--- config.mk ---
export PLATFORM = sky130hd
export DESIGN_NAME = instr_sequencer_flat
export DESIGN_NICKNAME = d
export VERILOG_FILES = /design/src/rtl/instr_sequencer_if.sv /design/src/rtl/instr_sequencer.sv /design/src/flat_wrapper.sv
export SDC_FILE = /design/constraint.sdc
export NUM_CORES = 1
export LEC_CHECK = 0
export ABC_CLOCK_PERIOD_IN_PS = 2150
export BUFFER_PORTS_ARGS = -buffer_cell sky130_fd_sc_hd__buf_2
export CAP_MARGIN = 0
export CELL_PAD_IN_SITES_DETAIL_PLACEMENT = 0
export CELL_PAD_IN_SITES_GLOBAL_PLACEMENT = 1
export CORE_UTILIZATION = 35
export CTS_CLUSTER_SIZE = 20
export DETAILED_ROUTE_END_ITERATION = 7
export PLACE_DENSITY = 0.81
export SETUP_SLACK_MARGIN = 0.5
export SLEW_MARGIN = 20
export SYNTH_ARGS = -nofsm -noshare
export SYNTH_HDL_FRONTEND = slang
export SYNTH_SLANG_ARGS = --single-unit
--- constraint.sdc ---
create_clock -name clk_ph1 -period 2.15 [get_ports clk_ph1]
set_input_delay 0 -clock clk_ph1 [delete_from_list [all_inputs] [get_ports clk_ph1]]
set_output_delay 0 -clock clk_ph1 [all_outputs]
set_load 0.05 [all_outputs]
--- src/rtl/instr_sequencer_if.sv ---
// Bus bundle between the 6502 bus interface / interrupt logic and the instruction sequencer.
// The master drives the sequencing controls; the slave returns IR, cycle and status.
interface instr_sequencer_if #(
    parameter int unsigned DATA_W = 8,
    parameter int unsigned CYC_W  = 3
);
    logic              rdy;
    logic [DATA_W-1:0] data;
    logic              inc_cycle;
    logic              res_cycle;
    logic              nmi_n;
    logic              irq_n;
    logic              irq_mask;
    logic [DATA_W-1:0] IR;
    logic [CYC_W-1:0]  cycle;
    logic              sync;
    logic [1:0]        int_src;
    logic              cycle_ovf;

    modport master (
        output rdy, data, inc_cycle, res_cycle, nmi_n, irq_n, irq_mask,
        input  IR, cycle, sync, int_src, cycle_ovf
    );

    modport slave (
        input  rdy, data, inc_cycle, res_cycle, nmi_n, irq_n, irq_mask,
        output IR, cycle, sync, int_src, cycle_ovf
    );
endinterface

--- src/rtl/instr_sequencer.sv ---
// Instruction register and per-instruction cycle sequencer with rdy stall, NMI/IRQ BRK injection
// and sticky cycle overflow. Optional INSTR_COUNT_EN macro adds a 32-bit fetch counter (instr_cnt).
module instr_sequencer #(
    parameter int unsigned       DATA_W     = 8,
    parameter int unsigned       CYC_W      = 3,
    parameter logic [DATA_W-1:0] BRK_OPCODE = '0
) (
    input  logic                clk_ph1,
    input  logic                rst,
`ifdef INSTR_COUNT_EN
    output logic [31:0]         instr_cnt,
`endif
    instr_sequencer_if.slave    bus
);
    localparam logic [CYC_W-1:0] CYC_MAX = {CYC_W{1'b1}};

    localparam logic [1:0] SRC_FETCH = 2'd0;
    localparam logic [1:0] SRC_IRQ   = 2'd1;
    localparam logic [1:0] SRC_NMI   = 2'd2;
    localparam logic [1:0] SRC_RESET = 2'd3;

    logic [DATA_W-1:0] ir_q,      ir_d;
    logic [CYC_W-1:0]  cycle_q,   cycle_d;
    logic [1:0]        src_q,     src_d;
    logic              ovf_q,     ovf_d;
    logic              nmi_pend_q, nmi_pend_d;
    logic              nmi_hist_q;
    logic              nmi_fall;
    logic              fetch;

    // State registers; reset wins over rdy and all other inputs
    always_ff @(posedge clk_ph1) begin
        if (!rst) begin
            ir_q       <= BRK_OPCODE;
            cycle_q    <= '0;
            src_q      <= SRC_RESET;
            ovf_q      <= 1'b0;
            nmi_pend_q <= 1'b0;
            nmi_hist_q <= 1'b1;
        end else begin
            ir_q       <= ir_d;
            cycle_q    <= cycle_d;
            src_q      <= src_d;
            ovf_q      <= ovf_d;
            nmi_pend_q <= nmi_pend_d;
            nmi_hist_q <= bus.nmi_n;
        end
    end

    // Falling-edge detect runs regardless of rdy
    assign nmi_fall = nmi_hist_q & ~bus.nmi_n;

    // Next-state: res_cycle beats inc_cycle; fetch picks NMI, then unmasked IRQ, then bus data
    always_comb begin
        ir_d       = ir_q;
        cycle_d    = cycle_q;
        src_d      = src_q;
        ovf_d      = ovf_q;
        nmi_pend_d = nmi_pend_q | nmi_fall;
        fetch      = 1'b0;

        if (bus.rdy) begin
            if (bus.res_cycle) begin
                cycle_d = '0;
                ovf_d   = 1'b0;
            end else if (bus.inc_cycle) begin
                if (cycle_q == '0) begin
                    fetch   = 1'b1;
                    cycle_d = CYC_W'(1);
                    if (nmi_pend_q) begin
                        // An edge arriving while already pending is absorbed by this injection
                        ir_d       = BRK_OPCODE;
                        src_d      = SRC_NMI;
                        nmi_pend_d = 1'b0;
                    end else if (!bus.irq_n && !bus.irq_mask) begin
                        ir_d  = BRK_OPCODE;
                        src_d = SRC_IRQ;
                    end else begin
                        ir_d  = bus.data;
                        src_d = SRC_FETCH;
                    end
                end else if (cycle_q != CYC_MAX) begin
                    cycle_d = cycle_q + CYC_W'(1);
                end else begin
                    ovf_d = 1'b1;
                end
            end
        end
    end

`ifdef INSTR_COUNT_EN
    logic [31:0] cnt_q;

    always_ff @(posedge clk_ph1) begin
        if (!rst) begin
            cnt_q <= '0;
        end else if (fetch) begin
            cnt_q <= cnt_q + 32'd1;
        end
    end

    assign instr_cnt = cnt_q;
`else
    logic unused_fetch;
    assign unused_fetch = fetch;
`endif

    assign bus.IR        = ir_q;
    assign bus.cycle     = cycle_q;
    assign bus.int_src   = src_q;
    assign bus.cycle_ovf = ovf_q;
    assign bus.sync      = (cycle_q == '0);

endmodule

--- src/flat_wrapper.sv ---
// flat-port wrapper written by rule: the top's interface ports become plain ports
module instr_sequencer_flat 
#(
    parameter int unsigned       DATA_W     = 8,
    parameter int unsigned       CYC_W      = 3,
    parameter logic [DATA_W-1:0] BRK_OPCODE = '0
)
  (clk_ph1, rst, bus_rdy, bus_data, bus_inc_cycle, bus_res_cycle, bus_nmi_n, bus_irq_n, bus_irq_mask, bus_IR, bus_cycle, bus_sync, bus_int_src, bus_cycle_ovf);
  instr_sequencer_if #(.DATA_W(DATA_W), .CYC_W(CYC_W)) bus_i ();
  input  logic clk_ph1;
  input  logic rst;
  input wire logic [$bits(bus_i.rdy)-1:0] bus_rdy;
  input wire logic [$bits(bus_i.data)-1:0] bus_data;
  input wire logic [$bits(bus_i.inc_cycle)-1:0] bus_inc_cycle;
  input wire logic [$bits(bus_i.res_cycle)-1:0] bus_res_cycle;
  input wire logic [$bits(bus_i.nmi_n)-1:0] bus_nmi_n;
  input wire logic [$bits(bus_i.irq_n)-1:0] bus_irq_n;
  input wire logic [$bits(bus_i.irq_mask)-1:0] bus_irq_mask;
  output wire logic [$bits(bus_i.IR)-1:0] bus_IR;
  output wire logic [$bits(bus_i.cycle)-1:0] bus_cycle;
  output wire logic [$bits(bus_i.sync)-1:0] bus_sync;
  output wire logic [$bits(bus_i.int_src)-1:0] bus_int_src;
  output wire logic [$bits(bus_i.cycle_ovf)-1:0] bus_cycle_ovf;
  assign bus_i.rdy = bus_rdy;
  assign bus_i.data = bus_data;
  assign bus_i.inc_cycle = bus_inc_cycle;
  assign bus_i.res_cycle = bus_res_cycle;
  assign bus_i.nmi_n = bus_nmi_n;
  assign bus_i.irq_n = bus_irq_n;
  assign bus_i.irq_mask = bus_irq_mask;
  assign bus_IR = bus_i.IR;
  assign bus_cycle = bus_i.cycle;
  assign bus_sync = bus_i.sync;
  assign bus_int_src = bus_i.int_src;
  assign bus_cycle_ovf = bus_i.cycle_ovf;
  instr_sequencer #(.DATA_W(DATA_W), .CYC_W(CYC_W), .BRK_OPCODE(BRK_OPCODE)) u_core (.clk_ph1(clk_ph1), .rst(rst), .bus(bus_i));
endmodule
==> results.txt, run 1 <==
Setup Total Neg Slack - 0 ns
Leading cell types by count after synthesis - dfxtp_1, nand2_1, mux2i_1
Die area - 0.00232 mm2
Nets - 139
Port buffer count - 30
GRT Total Usage - 0.160
Clock Latency Late Sink - 0.29 ns
# DRC - 0
Top post-synthesis cells by area - dfxtp_1, mux2i_1, nand3_1
Commonest register cell after synthesis - dfxtp_1
MaxCap Viol Count - 0
Yosys reg bits - 16
Worst-case hold slack - 0.0267 ns
Vias in the first global route - 589
Critical path's slowest cell - or3_4
Post-CTS Setup Inserts - 0
Vias per cell - 4.69
Syn_nets - 100
Clock Sinks - 16
Warnings from Yosys - 0
Sw Share - 0.287
Drt total wl - 1690 um
Slew at the pin closest to its max-slew limit - 0.593 ns
Worst IR drop on VDD - 0.000310 V
Post-DP HPWL - 1150 um
CTS root buf - clkbuf_4
Crit path max fanout - 11
Worst Hold Launch - bus_inc_cycle
Slowest stage delay, CP - 0.47 ns
Worst reg-to-reg setup slack - 0.62 ns
Most common cell in the netlist - dfxtp_1
Syn Inst Count - 81
Largest net degree at the start of global routing - 19
Comb power frac - 0.200
Clock tree from TritonCTS - done
Min Tclk post-route - 1.53 ns
First drt pass iteration count - 4
Num CTS Buffers - 3
GRT met1 Usage - 0.216
CP startpoint kind - register
Hold EP - u_core.bus.cycle_ovf$_SDFFE_PN0P_
Distinct cells, synth - 24
Initial antenna violation count - 0
Worst path arrival time - 1.71 ns
Total grt overflow - 0
Worst path required time - 2.34 ns
Fin. Hold Viols - 0
Num ports - 31
Starting Density - 0.376
FF-to-FF Start - u_core.bus.cycle[0]$_SDFFE_PN0P_
Share of layout cells above drive strength 1 - 0.322
Global routing's busiest layer - met2
Post-synthesis sequential area ratio - 0.430
Routed vias - 680
Area Overhead vs Synth - 36.4%
Worst-path clk slew - 0.08 ns
Die Y - 48.2 um
N_diodes - 0
H-tree lvl count - 1
Hold Path Cell Cnt - 3
Worst path cell trace - inv_1 -> ha_1 -> nand2b_4 -> or3_4 -> o311ai_1
Internal power - 0.000418 W
EDFF count, synth - 0
Seq pwr share - 0.534
Clk_skew - 0.0117 ns
Result of the run - complete, no violations
RSZ-0062 raised after global routing - false
Reg2Reg Depth - 5
Worst min path class - input pin to register
Nature of the critical path endpoint - register
Clock tree buffer depth - 2
Crit share post-route - 0.710
GR Util met3 - 0.0370
Max-slew violation count - 0
Mapped cell area - 746 um2
First-pass GRT wire length - 2560 um
Relative slew margins - 0.604
Row Count - 16
Area leader, netlist - dfxtp_1
Initial DRC Count - 4
GPL Wtd Cong - 0.740
Pwr/cell area - 576 mW/mm2
Asr flop ratio synth - 0
Clk pwr share - 0.266
Final setup fails - 0
Antenna-violating nets left - 0
Switching power - 0.000168 W
Endpoint of the worst-slack reg-to-reg timing path - u_core.bus.int_src[0]$_SDFFE_PN1P_
Mean post-synth cell area - 9.21 um2
Highest Clock Rate - 0.655 GHz
Die Wd - 48.2 um
Met2 GRT Util - 0.243
Leak - 0.509 nW
Share of the synthesized area in the top cell type - 0.430
WL/cell - 11.6 um
PostCTS Resize Cnt - 0
Setup CP Type - register to register
CORE AREA - 0.00198 mm2
[cell usage in the layout (no fill, tap or decap)]
master and n:
a2111oi_0 1, a21oi_1 2, a31o_1 1, a41oi_1 1, buf_2 30, clkbuf_4 3
dfxtp_1 14, dfxtp_2 2, dlygate4sd3_1 9, ha_1 3, inv_1 5, mux2i_1 11
nand2_1 12, nand2b_1 1, nand2b_4 1, nand3_1 10, nand3b_1 1, nor2_1 2
nor2b_1 3, nor3_1 1, nor3b_1 1, o311ai_1 1, o31ai_1 1, or2_2 1
or3_4 1
[repair_timing]
action                                 4_1_cts  5_1_grt
setup endpoints to repair                    0        0
hold buffers                                 9        0
endpoints found under the hold margin        9        0
[sequential cells by signal (all words and copies together), names as in the netlist]
register	flops
u_core.bus.cycle	3
u_core.bus.cycle_ovf	1
u_core.nmi_hist_q	1
u_core.bus.int_src	2
u_core.nmi_pend_q	1
u_core.bus.IR	8
[routing by layer]
layer,vias up,share of wire
li1,353,-
met2,18,0.48
met4,0,0.0059
met1,307,0.48
met3,2,0.032
met5,-,0
[worst max-delay path, delay by kind of cell, from the launching register on]
family,cells,cell delay [ns]
AOI/OAI and AO/OA,1,0.28
adders and majority gates,1,0.20
buffers and inverters,1,0.05
DFF,1,0.35
and+or+nand+nor,2,0.55
[worst max-delay path by stage]
stage	end	slack [ns]	cells after the start	startpoint
3_5_place_dp	u_core.bus.int_src[0]$_SDFFE_PN1P_	0.63	5	u_core.bus.cycle[0]$_SDFFE_PN0P_
4_1_cts	u_core.bus.int_src[0]$_SDFFE_PN1P_	0.61	5	u_core.bus.cycle[0]$_SDFFE_PN0P_
2_1_floorplan	u_core.nmi_pend_q$_SDFF_PN0_	0.55	6	u_core.bus.cycle[0]$_SDFFE_PN0P_
3_3_place_gp	u_core.bus.int_src[0]$_SDFFE_PN1P_	0.67	5	u_core.bus.cycle[0]$_SDFFE_PN0P_
5_1_grt	u_core.bus.int_src[0]$_SDFFE_PN1P_	0.56	5	u_core.bus.cycle[0]$_SDFFE_PN0P_
6_report	u_core.bus.int_src[0]$_SDFFE_PN1P_	0.62	5	u_core.bus.cycle[0]$_SDFFE_PN0P_
[metrics by stage]
step	utilization	total power, W	cell area, um2	std cells	setup slack [ns]
after global placement	0.456	0.000423	905	133	0.668
after floorplan	-	0.000395	748	81	0.554
after global routing	0.513	0.000618	1020	145	0.561
after CTS	0.513	0.000591	1020	145	0.613
final	0.513	0.000586	1020	145	0.623
after detailed placement	0.456	0.000425	905	133	0.630
[power by group through the flow]
stage	clock (W)	combinational (W)	sequential, W
global placement	0	0.000103	0.000320
CTS	0.000160	0.000118	0.000313
detailed placement	0	0.000105	0.000320
global route	0.000174	0.000129	0.000315
finish	0.000156	0.000117	0.000313
floorplan	0	0.0000502	0.000345
[kinds of logic (layout without fill, tap and decap cells)]
logic type | Yosys count | in the layout | share of synthesized area
simple gates | 34 | 34 | 0.240
compound gates | 7 | 7 | 0.0705
flops | 16 | 16 | 0.430
mux | 11 | 11 | 0.148
buf+inv | 10 | 47 | 0.0621
fa+ha+maj | 3 | 3 | 0.0503
[area by class of cell]
type,count,area (um2)
tap,27,33.8
clock buffer,3,22.5
fill,192,965
multi-input combinational,55,379
timing repair buffer,39,240
inverter,5,18.8
sequential,16,323
No activity file was read; power rests on OpenSTA's default activity.
==> inputs of run 2 (changes only) <==
- ABC_CLOCK_PERIOD_IN_PS: 2150 -> 1250
- CORE_UTILIZATION: 35 -> 30
- PLACE_DENSITY: 0.81 -> 0.74
- clock period: 2.15 -> 1.25 ns (I/O delays scaled with it)
==> run 2 against run 1 <==
Effect of this change:
- the flow now finishes with violations (hold timing, setup timing)
- die area increased by 16%
- via count increased by 7.9%
- routed wire length increased by 13%
- combinational power increased by 120%
- critical path type unchanged
- highest routed layer unchanged
==> results.txt, run 2 (synthesis results as in run 1) <==
GRT Total Usage - 0.160
Clock Sinks - 16
Largest register FFs - 8
Relative slew margins - 0.775
Vias in the first global route - 762
Nets - 149
Final Core Density - 0.577
Share of layout cells above drive strength 1 - 0.519
Max-slew violation count - 0
First drt pass iteration count - 2
Clock Latency Late Sink - 0.29 ns
Final Instance Area - 0.00131 mm2
# DRC - 0
First-pass GRT wire length - 3100 um
# fillers - 194
Largest net degree at the start of global routing - 19
WL/cell - 12.2 um
Worst path required time - 1.43 ns
CTS root buf - clkbuf_4
Num CTS Buffers - 3
Worst IR drop on VDD - 0.000656 V
Clock tree from TritonCTS - done
Antenna-violating nets left - 0
Violated checks - hold timing, setup timing
Post-DP Area - 990 um2
Die area - 0.00269 mm2
Area Overhead vs Synth - 76.2%
Crit path max fanout - 6
Final Worst Setup Slack - -0.171 ns
Result of the run - complete, but fails checks
Die Wd - 51.9 um
Row Count - 17
Drt total wl - 1910 um
Worst path arrival time - 1.60 ns
Initial antenna violation count - 0
Crit share post-route - 1.14
CORE AREA - 0.00228 mm2
GPL Wtd Cong - 0.678
Worst-case hold slack - -0.0766 ns
Worst-path clk slew - 0.10 ns
Vias per cell - 4.68
Highest Clock Rate - 0.704 GHz
Most frequent cells in the layout - buf_2, buf_8, nand2_1, mux2i_1
Slew at the pin closest to its max-slew limit - 0.337 ns
Starting Density - 0.328
Clock tree buffer depth - 2
Worst min path class - input pin to register
Pwr Total - 0.00109 W
Pwr/cell area - 827 mW/mm2
Initial DRC Count - 3
Num ports - 31
Port buffer count - 30
Min Tclk post-route - 1.42 ns
Clk_skew - 0.00872 ns
CP startpoint kind - register
Nature of the critical path endpoint - register
MaxCap Viol Count - 0
Routed vias - 734
Post-DP HPWL - 1250 um
RSZ-0062 raised after global routing - true
Commonest non-fill, non-tap cell in the layout - buf_2
Fin. Hold Viols - 1
Leak - 0.608 nW
Final setup fails - 15
H-tree lvl count - 1
N_diodes - 0
Die Y - 51.9 um
Hold_buf cts - 8
Setup CP Type - register to register
Total grt overflow - 0
==> run 2: cell count changes in the layout (fill, tap and decap cells not counted), moves of 3 or more <==
cell,before,now
dfxtp_2,2,10
inv_1,5,2
buf_8,0,13
buf_6,0,5
dfxtp_1,14,4
buf_4,0,7
buf_2,30,15
==> run 2: worst max-delay path, stage by stage (launching register included) <==
cell and delay, ns:
dfxtp_4 0.37, inv_2 0.06, ha_4 0.14, nand2b_4 0.05, or3_4 0.41, buf_12 0.16
mux2i_1 0.11
==> run 2: worst paths after layout <==
kind                                     from                             to  slack, ns  cells past startpoint
max          u_core.bus.cycle[0]$_SDFFE_PN0P_  u_core.bus.IR[4]$_SDFFE_PN0P_      -0.17                      6
max reg2reg  u_core.bus.cycle[0]$_SDFFE_PN0P_  u_core.bus.IR[4]$_SDFFE_PN0P_      -0.17                      6
min reg2reg     u_core.bus.IR[7]$_SDFFE_PN0P_  u_core.bus.IR[7]$_SDFFE_PN0P_       0.48                      2
min                                 bus_nmi_n   u_core.nmi_hist_q$_SDFF_PN1_      -0.08                      2
==> run 2: through the flow <==
step                      setup TNS (ns)  hold slack (ns)  setup slack (ns)  std cells
after floorplan                    -2.32            0.125            -0.240         81
after global placement             -1.62            0.213            -0.156        141
after detailed placement           -1.84            0.220            -0.168        141
after CTS                          -1.84          -0.0840            -0.172        156
after global routing               -2.42          -0.0597            -0.203        157
final                              -1.75          -0.0766            -0.171        157
==> run 2: area by class of cell <==
| class | instances | area [um2] | share of cell area |
|---|---|---|---|
| Clock inverter | 1 | 3.75 | 0.00286 |
| Inverter | 5 | 21.3 | 0.0162 |
| Clock buffer | 3 | 22.5 | 0.0171 |
| Tap cell | 28 | 35.0 | 0.0267 |
| Multi-Input combinational cell | 55 | 412 | 0.313 |
| Sequential cell | 16 | 340 | 0.259 |
| Timing Repair Buffer | 49 | 479 | 0.365 |
==> run 2: layer usage <==
| metal | up-vias | track usage | part of all wire |
|---|---|---|---|
| met5 | - | 0 | 0 |
| met4 | 0 | 0.0811 | 0.0073 |
| met3 | 2 | 0.0351 | 0.050 |
| met2 | 24 | 0.280 | 0.52 |
| met1 | 336 | 0.178 | 0.42 |
| li1 | 372 | - | - |
==> run 2: power by group <==
group | switching, W | internal [W] | total [W] | leakage, nW
clock | 0.000165 | 0.000116 | 0.000281 | 0.0154
sequential | 0.0000159 | 0.000526 | 0.000542 | 0.135
combinational | 0.000134 | 0.000129 | 0.000263 | 0.458
==> run 2: timing repair <==
action / 4_1_cts / 5_1_grt
setup buffers: 3 / 1
endpoints found under the hold margin: 9 / 1
gates resized for setup: 58 / 4
pin swaps: 4 / 1
endpoints found under the setup margin: 30 / 30
==> inputs of run 3 (changes only) <==
- ABC_AREA: not set -> 1
- CORE_ASPECT_RATIO: not set -> 0.5
- CORE_UTILIZATION: 30 -> 28
==> run 3 against run 2 <==
Effect of this change:
- the flow finishes with violations (setup timing)
- via count increased by 12%
- hold slack improved by 0.080 ns
- first-iteration DRC count increased to 8.7 times the previous value
- cell count increased by 22%
- clock power increased by 67%
- count of clock-buffer cells in the layout increased by 1
- final area increased by 5.3%
- sequential share of layout area decreased by 0.95 points
==> results.txt, run 3 <==
Die Y - 38.9 um
Worst path required time - 1.44 ns
DP Worst Slack - -0.0313 ns
Setup CP Type - register to register
Nature of the critical path endpoint - register
Syn Inst Count - 114
Die area - 0.00295 mm2
Nets - 177
WL/cell - 10.4 um
Antenna-violating nets left - 0
H-tree lvl count - 1
Warnings from Yosys - 0
Share of layout cells above drive strength 1 - 0.516
Drt total wl - 2000 um
Worst min path class - input pin to register
EDFF count, synth - 0
Fin. Hold Viols - 0
Crit path max fanout - 7
GPL Wtd Cong - 0.700
GRT Total Usage - 0.167
Vias per cell - 4.29
Largest net degree at the start of global routing - 17
Max-slew violation count - 0
Initial antenna violation count - 0
Worst-path clk slew - 0.07 ns
Asr flop ratio synth - 0
Reg2Reg Depth - 8
Clock tree buffer depth - 2
Post-synthesis sequential area ratio - 0.420
First drt pass iteration count - 4
N_diodes - 0
Leak - 0.646 nW
CTS root buf - clkbuf_8
RSZ-0062 raised after global routing - true
Clock Latency Late Sink - 0.26 ns
Yosys reg bits - 16
Initial DRC Count - 26
CORE AREA - 0.00239 mm2
Relative slew margins - 0.789
Min Tclk post-route - 1.26 ns
Share of the synthesized area in the top cell type - 0.420
CP startpoint kind - register
Num CTS Buffers - 3
Commonest register cell after synthesis - dfxtp_1
Commonest non-fill, non-tap cell in the layout - nand2_1
Leading cell types by count after synthesis - nand2_1, nor2_1, dfxtp_1
First-pass GRT wire length - 3330 um
Slew at the pin closest to its max-slew limit - 0.316 ns
Mapped cell area - 762 um2
Highest Clock Rate - 0.795 GHz
Vias in the first global route - 744
Routed vias - 823
Most frequent cells in the layout - nand2_1, nor2_1, buf_2, dfxtp_2
Die Wd - 75.8 um
Worst path arrival time - 1.45 ns
Clk_skew - 0.00511 ns
Top post-synthesis cells by area - dfxtp_1, nand2_1, nor2_1
Port buffer count - 30
Final setup fails - 4
Crit share post-route - 1.01
MaxCap Viol Count - 0
Setup Total Neg Slack - -0.0208 ns
Num ports - 31
Final Core Density - 0.580
Total grt overflow - 0
Pwr Total - 0.00148 W
Violated checks - setup timing
Area Overhead vs Synth - 81.6%
Worst IR drop on VDD - 0.000388 V
Clock Sinks - 16
Syn_nets - 133
Starting Density - 0.319
Hold Path Cell Cnt - 4
Result of the run - complete, but fails checks
Most common cell in the netlist - nand2_1
Area leader, netlist - dfxtp_1
Clock tree from TritonCTS - done
Row Count - 12
Largest register FFs - 8
Most common cell on crit path - nor2_1
Pwr/cell area - 1070 mW/mm2
Critical path's slowest cell - dfxtp_4
Final Worst Setup Slack - -0.00810 ns
Mean post-synth cell area - 6.68 um2
Worst path cell trace - inv_2 -> ha_4 -> nand2_4 -> nor3_4 -> buf_6 -> buf_16 -> nor2_1 -> nor2_1
Post-DP HPWL - 1240 um
# DRC - 0
Slowest stage delay, CP - 0.35 ns
Distinct cells, synth - 14
==> run 3: per-stage QoR <==
step	instance area, um2	hold WS (ns)	cells
floorplan	813	0.0966	114
global placement	1010	0.195	178
detailed placement	1010	0.196	178
CTS	1320	0.00856	192
global route	1380	0.0319	192
finish	1380	0.00325	192
==> run 3: path summary, 6_finish.rpt <==
kind                                             end                              from  slack, ns
setup reg to reg       u_core.bus.IR[0]$_SDFFE_PN0P_  u_core.bus.cycle[1]$_SDFFE_PN0P_     -0.008
hold reg to reg         u_core.nmi_pend_q$_SDFF_PN0_      u_core.nmi_hist_q$_SDFF_PN1_       0.46
setup / recovery       u_core.bus.IR[0]$_SDFFE_PN0P_  u_core.bus.cycle[1]$_SDFFE_PN0P_     -0.008
hold / removal    u_core.bus.int_src[0]$_SDFFE_PN1P_                         bus_irq_n      0.003
==> run 3: critical path: cells and delay by family, from the launching register on <==
kind                     cells  cell delay [ns]
buffers and inverters        3             0.33
AND/OR/NAND/NOR              4             0.36
flip-flops                   1             0.35
adder cells (fa/ha/maj)      1             0.15
==> run 3: cell families (layout without fill, tap and decap cells) <==
| group | after synthesis | in the layout | share of synthesized area |
|---|---|---|---|
| AO/OA/AOI/OAI | 7 | 7 | 0.0493 |
| adder cells (fa/ha/maj) | 3 | 3 | 0.0493 |
| buffers and inverters | 16 | 59 | 0.0903 |
| flip-flops | 16 | 16 | 0.420 |
| AND/OR/NAND/NOR | 72 | 72 | 0.391 |
==> run 3: layer usage <==
metal  global-route usage  wire length (um)  vias up
met4               0.0556                25        0
met1                0.199               931      366
li1                     -                 -      436
met2                0.279               961       17
met3               0.0625                81        4
met5                    0                 0        -
==> run 3: cell type report <==
class | instances | area, um2
Fill cell | 223 | 1000
Multi-Input combinational cell | 82 | 472
Timing Repair Buffer | 42 | 417
Sequential cell | 16 | 345
Clock buffer | 4 | 55.1
Inverter | 13 | 51.3
Tap cell | 35 | 43.8
==> run 3: where the power goes <==
| group | internal, W | switching, W |
|---|---|---|
| registers | 0.000541 | 0.0000265 |
| logic | 0.000191 | 0.000251 |
| clock network | 0.000280 | 0.000190 |
==> run 3: repair_timing <==
action,4_1_cts,5_1_grt
setup endpoints to repair,30,30
pin swaps,15,4
gates resized for setup,50,22
hold endpoints to repair,2,0
gates cloned,1,0
buffers inserted,7,0
hold buffers,2,0
